## src/rtl/rwc_pkg.sv

```systemverilog
// rwc_pkg: shared types and constants for the RWC responder.
//   rwc_state_e        - responder FSM state encoding (IDLE=0 .. DONE=7)
//   DefDataW/DefAddrW  - default challenge word and BRAM address widths
//   rwc_total_latency  - edges from the IDLE sampling edge to available
package rwc_pkg;

   localparam int unsigned DefDataW = 32;
   localparam int unsigned DefAddrW = 10;

   typedef enum logic [2:0] {
      StIdle     = 3'd0,
      StPreset   = 3'd1,
      StSettle   = 3'd2,
      StCollideW = 3'd3,
      StWaitW    = 3'd4,
      StCollideC = 3'd5,
      StWaitC    = 3'd6,
      StDone     = 3'd7
   } rwc_state_e;

   function automatic int unsigned rwc_total_latency(input int unsigned settle_cycles,
                                                     input int unsigned read_latency);
      return 3 + settle_cycles + 2 * read_latency;
   endfunction

endpackage

```

## src/rtl/rwc_responder_if.sv

```systemverilog
// rwc_responder_if: challenge/response handshake plus the true-dual-port BRAM strobes.
//   gen_enable/cha_data/cha_addr   - challenge request from the initiator
//   available/rsp_write/rsp_clean  - collision read-backs returned to the initiator
//   busy                           - run in progress
//   ram_a_*                        - BRAM port A (write side)
//   ram_b_*                        - BRAM port B (read side)
// slave modport = responder, master modport = initiator + RAM side.
interface rwc_responder_if #(
   parameter int unsigned DATA_W = rwc_pkg::DefDataW,
   parameter int unsigned ADDR_W = rwc_pkg::DefAddrW
) ();

   logic              gen_enable;
   logic [31:0]       cha_data;
   logic [31:0]       cha_addr;
   logic              available;
   logic [DATA_W-1:0] rsp_write;
   logic [DATA_W-1:0] rsp_clean;
   logic              busy;
   logic              ram_a_en;
   logic              ram_a_we;
   logic [ADDR_W-1:0] ram_a_addr;
   logic [DATA_W-1:0] ram_a_din;
   logic              ram_b_en;
   logic [ADDR_W-1:0] ram_b_addr;
   logic [DATA_W-1:0] ram_b_dout;

   modport slave (
      input  gen_enable, cha_data, cha_addr, ram_b_dout,
      output available, rsp_write, rsp_clean, busy,
             ram_a_en, ram_a_we, ram_a_addr, ram_a_din, ram_b_en, ram_b_addr
   );

   modport master (
      output gen_enable, cha_data, cha_addr, ram_b_dout,
      input  available, rsp_write, rsp_clean, busy,
             ram_a_en, ram_a_we, ram_a_addr, ram_a_din, ram_b_en, ram_b_addr
   );

endinterface

```

## src/rtl/rwc_delay_cnt.sv

```systemverilog
// rwc_delay_cnt: loadable down-counter timing the SETTLE and WAIT states.
//   clk, rst    - clock, asynchronous active-high reset
//   load_i      - load load_val_i this edge (takes priority over counting)
//   load_val_i  - number of cycles the next state lasts (0 for untimed states)
//   done_o      - high during the last cycle of the timed interval
module rwc_delay_cnt #(
   parameter int unsigned CNT_W = 3
) (
   input  logic             clk,
   input  logic             rst,
   input  logic             load_i,
   input  logic [CNT_W-1:0] load_val_i,
   output logic             done_o
);

   logic [CNT_W-1:0] cnt_q, cnt_d;

   always_comb begin
      cnt_d = cnt_q;
      if (load_i) begin
         cnt_d = load_val_i;
      end else if (cnt_q != '0) begin
         cnt_d = cnt_q - 1'b1;
      end
   end

   always_ff @(posedge clk or posedge rst) begin
      if (rst) begin
         cnt_q <= '0;
      end else begin
         cnt_q <= cnt_d;
      end
   end

   // A load of N gives N cycles; the last one sees the count at 1.
   assign done_o = (cnt_q == CNT_W'(1));

endmodule

```

## src/rtl/rwc_responder.sv

```systemverilog
// rwc_responder: responder end of the read-write-collision challenge.
// Latches a challenge, presets the BRAM word to ~data, then twice makes port A write and
// port B read the same address in one cycle (first with data, then with zeros) and returns
// both port-B read-backs.
//   clk, rst  - clock, asynchronous active-high reset
//   bus       - rwc_responder_if.slave (challenge, response, BRAM port A/B)
module rwc_responder
   import rwc_pkg::*;
#(
   parameter int unsigned DATA_W        = DefDataW,
   parameter int unsigned ADDR_W        = DefAddrW,
   parameter int unsigned SETTLE_CYCLES = 4,
   parameter int unsigned READ_LATENCY  = 2
) (
   input  logic           clk,
   input  logic           rst,
   rwc_responder_if.slave bus
);

   localparam int unsigned CntMax = (SETTLE_CYCLES > READ_LATENCY) ? SETTLE_CYCLES
                                                                   : READ_LATENCY;
   localparam int unsigned CntW   = $clog2(CntMax + 1);

   rwc_state_e        state_q;
   logic [DATA_W-1:0] data_q;
   logic [ADDR_W-1:0] addr_q;
   logic              available_q, busy_q;
   logic [DATA_W-1:0] rsp_write_q, rsp_clean_q;
   logic              ram_a_en_q, ram_a_we_q, ram_b_en_q;
   logic [ADDR_W-1:0] ram_a_addr_q, ram_b_addr_q;
   logic [DATA_W-1:0] ram_a_din_q;

   logic              cnt_load, cnt_done;
   logic [CntW-1:0]   cnt_val;

   logic              unused_addr_hi;
   assign unused_addr_hi = ^bus.cha_addr[31:ADDR_W];

   // Load the counter on every state change: cycle count for timed states, 0 otherwise.
   always_comb begin
      cnt_load = 1'b0;
      cnt_val  = '0;
      unique case (state_q)
         StIdle:     cnt_load = bus.gen_enable;
         StPreset: begin
            cnt_load = 1'b1;
            cnt_val  = CntW'(SETTLE_CYCLES);
         end
         StSettle, StWaitW, StWaitC: cnt_load = cnt_done;
         StCollideW, StCollideC: begin
            cnt_load = 1'b1;
            cnt_val  = CntW'(READ_LATENCY);
         end
         StDone:     cnt_load = ~bus.gen_enable;
         default:    ;
      endcase
   end

   rwc_delay_cnt #(
      .CNT_W (CntW)
   ) u_delay_cnt (
      .clk        (clk),
      .rst        (rst),
      .load_i     (cnt_load),
      .load_val_i (cnt_val),
      .done_o     (cnt_done)
   );

   // Strobes are registered: they are set on the edge that enters the strobing state, so
   // they are high for exactly that state's cycle and return to 0 (addresses too) after.
   always_ff @(posedge clk or posedge rst) begin
      if (rst) begin
         state_q      <= StIdle;
         data_q       <= '0;
         addr_q       <= '0;
         available_q  <= 1'b0;
         busy_q       <= 1'b0;
         rsp_write_q  <= '0;
         rsp_clean_q  <= '0;
         ram_a_en_q   <= 1'b0;
         ram_a_we_q   <= 1'b0;
         ram_a_addr_q <= '0;
         ram_a_din_q  <= '0;
         ram_b_en_q   <= 1'b0;
         ram_b_addr_q <= '0;
      end else begin
         ram_a_en_q   <= 1'b0;
         ram_a_we_q   <= 1'b0;
         ram_a_addr_q <= '0;
         ram_a_din_q  <= '0;
         ram_b_en_q   <= 1'b0;
         ram_b_addr_q <= '0;
         unique case (state_q)
            StIdle: begin
               if (bus.gen_enable) begin
                  data_q       <= bus.cha_data[DATA_W-1:0];
                  addr_q       <= bus.cha_addr[ADDR_W-1:0];
                  busy_q       <= 1'b1;
                  ram_a_en_q   <= 1'b1;
                  ram_a_we_q   <= 1'b1;
                  ram_a_addr_q <= bus.cha_addr[ADDR_W-1:0];
                  ram_a_din_q  <= ~bus.cha_data[DATA_W-1:0];
                  state_q      <= StPreset;
               end
            end
            StPreset: state_q <= StSettle;
            StSettle: begin
               if (cnt_done) begin
                  ram_a_en_q   <= 1'b1;
                  ram_a_we_q   <= 1'b1;
                  ram_a_addr_q <= addr_q;
                  ram_a_din_q  <= data_q;
                  ram_b_en_q   <= 1'b1;
                  ram_b_addr_q <= addr_q;
                  state_q      <= StCollideW;
               end
            end
            StCollideW: state_q <= StWaitW;
            StWaitW: begin
               if (cnt_done) begin
                  rsp_write_q  <= bus.ram_b_dout;
                  ram_a_en_q   <= 1'b1;
                  ram_a_we_q   <= 1'b1;
                  ram_a_addr_q <= addr_q;
                  ram_b_en_q   <= 1'b1;
                  ram_b_addr_q <= addr_q;
                  state_q      <= StCollideC;
               end
            end
            StCollideC: state_q <= StWaitC;
            StWaitC: begin
               if (cnt_done) begin
                  rsp_clean_q <= bus.ram_b_dout;
                  busy_q      <= 1'b0;
                  available_q <= 1'b1;
                  state_q     <= StDone;
               end
            end
            StDone: begin
               if (!bus.gen_enable) begin
                  available_q <= 1'b0;
                  state_q     <= StIdle;
               end
            end
            default: state_q <= StIdle;
         endcase
      end
   end

   assign bus.available  = available_q;
   assign bus.busy       = busy_q;
   assign bus.rsp_write  = rsp_write_q;
   assign bus.rsp_clean  = rsp_clean_q;
   assign bus.ram_a_en   = ram_a_en_q;
   assign bus.ram_a_we   = ram_a_we_q;
   assign bus.ram_a_addr = ram_a_addr_q;
   assign bus.ram_a_din  = ram_a_din_q;
   assign bus.ram_b_en   = ram_b_en_q;
   assign bus.ram_b_addr = ram_b_addr_q;

endmodule

```

## src/flat_wrapper.sv

```systemverilog
// flat-port wrapper written by rule: the top's interface ports become plain ports
module rwc_responder_flat import rwc_pkg::*;
#(
   parameter int unsigned DATA_W        = DefDataW,
   parameter int unsigned ADDR_W        = DefAddrW,
   parameter int unsigned SETTLE_CYCLES = 4,
   parameter int unsigned READ_LATENCY  = 2
)
  (clk, rst, bus_gen_enable, bus_cha_data, bus_cha_addr, bus_ram_b_dout, bus_available, bus_rsp_write, bus_rsp_clean, bus_busy, bus_ram_a_en, bus_ram_a_we, bus_ram_a_addr, bus_ram_a_din, bus_ram_b_en, bus_ram_b_addr);
  rwc_responder_if #(.DATA_W(DATA_W), .ADDR_W(ADDR_W)) bus_i ();
  input  logic clk;
  input  logic rst;
  input wire logic [$bits(bus_i.gen_enable)-1:0] bus_gen_enable;
  input wire logic [$bits(bus_i.cha_data)-1:0] bus_cha_data;
  input wire logic [$bits(bus_i.cha_addr)-1:0] bus_cha_addr;
  input wire logic [$bits(bus_i.ram_b_dout)-1:0] bus_ram_b_dout;
  output wire logic [$bits(bus_i.available)-1:0] bus_available;
  output wire logic [$bits(bus_i.rsp_write)-1:0] bus_rsp_write;
  output wire logic [$bits(bus_i.rsp_clean)-1:0] bus_rsp_clean;
  output wire logic [$bits(bus_i.busy)-1:0] bus_busy;
  output wire logic [$bits(bus_i.ram_a_en)-1:0] bus_ram_a_en;
  output wire logic [$bits(bus_i.ram_a_we)-1:0] bus_ram_a_we;
  output wire logic [$bits(bus_i.ram_a_addr)-1:0] bus_ram_a_addr;
  output wire logic [$bits(bus_i.ram_a_din)-1:0] bus_ram_a_din;
  output wire logic [$bits(bus_i.ram_b_en)-1:0] bus_ram_b_en;
  output wire logic [$bits(bus_i.ram_b_addr)-1:0] bus_ram_b_addr;
  assign bus_i.gen_enable = bus_gen_enable;
  assign bus_i.cha_data = bus_cha_data;
  assign bus_i.cha_addr = bus_cha_addr;
  assign bus_i.ram_b_dout = bus_ram_b_dout;
  assign bus_available = bus_i.available;
  assign bus_rsp_write = bus_i.rsp_write;
  assign bus_rsp_clean = bus_i.rsp_clean;
  assign bus_busy = bus_i.busy;
  assign bus_ram_a_en = bus_i.ram_a_en;
  assign bus_ram_a_we = bus_i.ram_a_we;
  assign bus_ram_a_addr = bus_i.ram_a_addr;
  assign bus_ram_a_din = bus_i.ram_a_din;
  assign bus_ram_b_en = bus_i.ram_b_en;
  assign bus_ram_b_addr = bus_i.ram_b_addr;
  rwc_responder #(.DATA_W(DATA_W), .ADDR_W(ADDR_W), .SETTLE_CYCLES(SETTLE_CYCLES), .READ_LATENCY(READ_LATENCY)) u_core (.clk(clk), .rst(rst), .bus(bus_i));
endmodule
```

## config.mk

```make
export PLATFORM = sky130hd
export DESIGN_NAME = rwc_responder_flat
export DESIGN_NICKNAME = d
export VERILOG_FILES = /design/src/rtl/rwc_pkg.sv /design/src/rtl/rwc_responder_if.sv /design/src/rtl/rwc_delay_cnt.sv /design/src/rtl/rwc_responder.sv /design/src/flat_wrapper.sv
export SDC_FILE = /design/constraint.sdc
export NUM_CORES = 1
export LEC_CHECK = 0
export ABC_AREA = 0
export CORE_UTILIZATION = 46
export DETAILED_ROUTE_END_ITERATION = 10
export PLACE_DENSITY = 0.91
export SLEW_MARGIN = 0
export SYNTH_ARGS = -nofsm -noshare
export SYNTH_HDL_FRONTEND = slang
export SYNTH_SLANG_ARGS = --single-unit
```

## constraint.sdc

```tcl
create_clock -name clk -period 6.8 [get_ports clk]
set_clock_uncertainty 0.2 [all_clocks]
set_input_delay 1.7 -clock clk [delete_from_list [all_inputs] [get_ports clk]]
set_output_delay 1.7 -clock clk [all_outputs]
set_load 0.05 [all_outputs]
```

==> results.sh <==
export IMPL_ctsHoldBuffers=0
export IMPL_final_instance_count_excl_fill=916
export IMPL_wl_per_cell_um=16.9
export IMPL_worst_endpoint_arrival_ns=3.78
export IMPL_die_h_um=123
export IMPL_num_nets_final=829
export IMPL_maxCapViolCount=0
export IMPL_synth_flop_cell="dfrtp_1"
export IMPL_rr_worst_depth=5
export IMPL_grt_usage=0.213
export IMPL_holdPathStages=2
export IMPL_insertion_delay_ns=0.42
export IMPL_synth_async_sr_flop_share=1.00
export IMPL_numCtsBuffers=17
export IMPL_synth_most_common_cell="dfrtp_1"
export IMPL_place_port_buffers=197
export IMPL_grt_pass1_wl_um=24200
export IMPL_globalplace_congestion=0.740
export IMPL_ys_types=39
export IMPL_slew_headroom=0.288
export IMPL_required_ns=6.92
export IMPL_cts_htree_levels=4
export IMPL_num_rows=43
export IMPL_synth_top_cells_by_area="dfrtp_1 (62%), mux2_4 (13%), nand2_1 (9.1%), buf_6 (2.0%), o21ai_0 (1.9%)"
export IMPL_antenna_cells=0
export IMPL_drc=0
export IMPL_power_density_nw_per_um2=505
export IMPL_grt_max_degree=117
export IMPL_fp_dieArea_um2=15200
export IMPL_grt_pass1_vias=4679
export IMPL_finalSetupTns_ns=0
export IMPL_area_growth_pct=38.3
export IMPL_yosysTopAreaCellShare=0.622
export IMPL_hp_start="u_core.addr_q[9]"
export IMPL_io_pins=220
export IMPL_start_kind="input pin"
export IMPL_synth_cells=534
export IMPL_grt_antenna_before_repair=0
export IMPL_final_cell_area_um2=9350
export IMPL_clockRootBuffer="clkbuf_16"
export IMPL_die_x_um=123
export IMPL_end_kind="flip-flop"
export IMPL_min_period_ns=3.65
export IMPL_yosysTopAreaCell="dfrtp_1"
export IMPL_hold_end="u_core.addr_q[9]"
export IMPL_routed_wl_um=15500
export IMPL_fmax_mhz=274
export IMPL_final_max_slew_viol_count=0
export IMPL_post_cts_buffers=0
export IMPL_finalPower_mw=4.72
export IMPL_dpl_cell_count=884
export IMPL_placed_area_um2=8760
export IMPL_crit_fanout=40
export IMPL_start_util=0.479
export IMPL_rr_endpoint="u_core.bus.ram_a_din[25]"
export IMPL_status="complete, no violations"
export IMPL_fin_util=0.663
export IMPL_yosys_register_bits=168
export IMPL_drive_gt1_frac=0.164
export IMPL_p_leak_nw=4.51
export IMPL_dp_slack_ns=2.77
export IMPL_viasPerCell=4.97
export IMPL_reg2reg_slack_ns=4.05
export IMPL_syn_area_um2=6760
export IMPL_critPathKind="input pin to flip-flop"
export IMPL_worstMarginPinSlew_ns=1.07
export IMPL_ys_seq_area_frac=0.622
export IMPL_clkSlewWorstSetupHoldPaths_ns=0.07
export IMPL_dr_total_vias=4551
export IMPL_hold_slack_ns=0.268
export IMPL_fin_ws_ns=3.15
export IMPL_timing_rr_start="u_core.state_q[0]"
export IMPL_min_path_type="flip-flop to flip-flop"
export IMPL_cts_tree="built"
export IMPL_dpl_hpwl_um=10100
export IMPL_ys_top_cells_by_count="dfrtp_1 (168), nand2_1 (163), mux2_4 (60)"
export IMPL_post_route_period_util=0.537
export IMPL_cts_buffer_depth=2
export IMPL_rsz0062_at_grt="false"
export IMPL_ir_worst_vdd_v=0.000226
export IMPL_setup_violations_final=0
export IMPL_ant_nets=0
export IMPL_drt_initial_drc_count=356
export IMPL_synth_edf_count=0
export IMPL_ctsResizeCount=0
export IMPL_grt_ovfl_total=0
export IMPL_drtPass1Iterations=4
export IMPL_core_area_um2=14100
export IMPL_yosysWarnings=0
export IMPL_syn_nets=640
export IMPL_cts_sinks=168
export IMPL_avgSynthCellArea_um2=12.7
export IMPL_finalHoldViolCount=0
-- cell families after synthesis --
kind of cell	after synthesis	share of synthesized area
buffers and inverters	38	0.0387
adder cells (fa/ha/maj)	7	0.0130
multiplexers	68	0.146
AO/OA/AOI/OAI	60	0.0531
XOR/XNOR	1	0.00130
flip-flops	168	0.622
AND/OR/NAND/NOR	192	0.126
-- layout make-up --
cell class / instances / area (um2)
Clock buffer: 17 / 425
Clock inverter: 15 / 163
Fill cell: 1013 / 4750
Inverter: 8 / 35.0
Multi-Input combinational cell: 328 / 2300
Sequential cell: 168 / 4200
Tap cell: 180 / 225
Timing Repair Buffer: 200 / 1990
-- power breakdown --
group	internal (mW)	total (mW)	leakage, nW	switching (mW)
clock network	0.549	0.965	0.287	0.416
registers	1.37	1.59	2.11	0.214
logic	0.838	2.17	2.11	1.33
total	2.76	4.72	4.51	1.96
-- per-layer routing --
metal,wire length (um),GRT usage,vias up
met4,96,0.0580,0
met3,1420,0.0872,15
li1,-,-,2130
met5,0,0,-
met1,6380,0.247,2246
met2,7580,0.362,160
-- sequential cells by signal (all words and copies together) (netlist names), 10 cells and up --
| register | flops |
|---|---|
| u_core.bus.ram_a_din | 32 |
| u_core.bus.rsp_clean | 32 |
| u_core.bus.rsp_write | 32 |
| u_core.data_q | 32 |
| u_core.addr_q | 10 |
| u_core.bus.ram_a_addr | 10 |
| u_core.bus.ram_b_addr | 10 |
-- worst max-delay path, cell delays in order --
cell and delay, ns:
clkdlybuf4s50_1 0.63, nand3_2 0.65, buf_4 0.52, o21ai_0 0.26
-- how the worst max path moves through the flow --
stage | startpoint | end | slack [ns]
after floorplan | rst | u_core.addr_q[0] | 0.35
after global placement | bus_gen_enable | u_core.data_q[13] | 2.84
after detailed placement | bus_gen_enable | u_core.bus.ram_a_din[25] | 2.77
after CTS | bus_gen_enable | u_core.bus.ram_a_din[25] | 3.12
after global routing | bus_gen_enable | u_core.bus.ram_a_din[25] | 2.99
final | bus_gen_enable | u_core.bus.ram_a_din[25] | 3.15
-- layout by cell type (no fill, tap or decap), types with 2 or more instances in the layout --
master and count:
clkdlybuf4s50_1 197, dfrtp_1 168, nand2_1 163, mux2_4 60
o21ai_0 26, clkbuf_16 17, o21ai_1 11, and2_4 9
a21o_1 9, inv_6 7, ha_1 7, inv_1 6
a21oi_1 6, mux2_2 5, nand2b_1 3, mux2i_1 3
clkinv_2 3, buf_4 3, nor2_1 2, nand3_4 2
o31ai_1 2, o211ai_1 2, nor3_1 2, bufinv_16 2
clkinvlp_4 2
No activity file was read; power rests on OpenSTA's default activity.
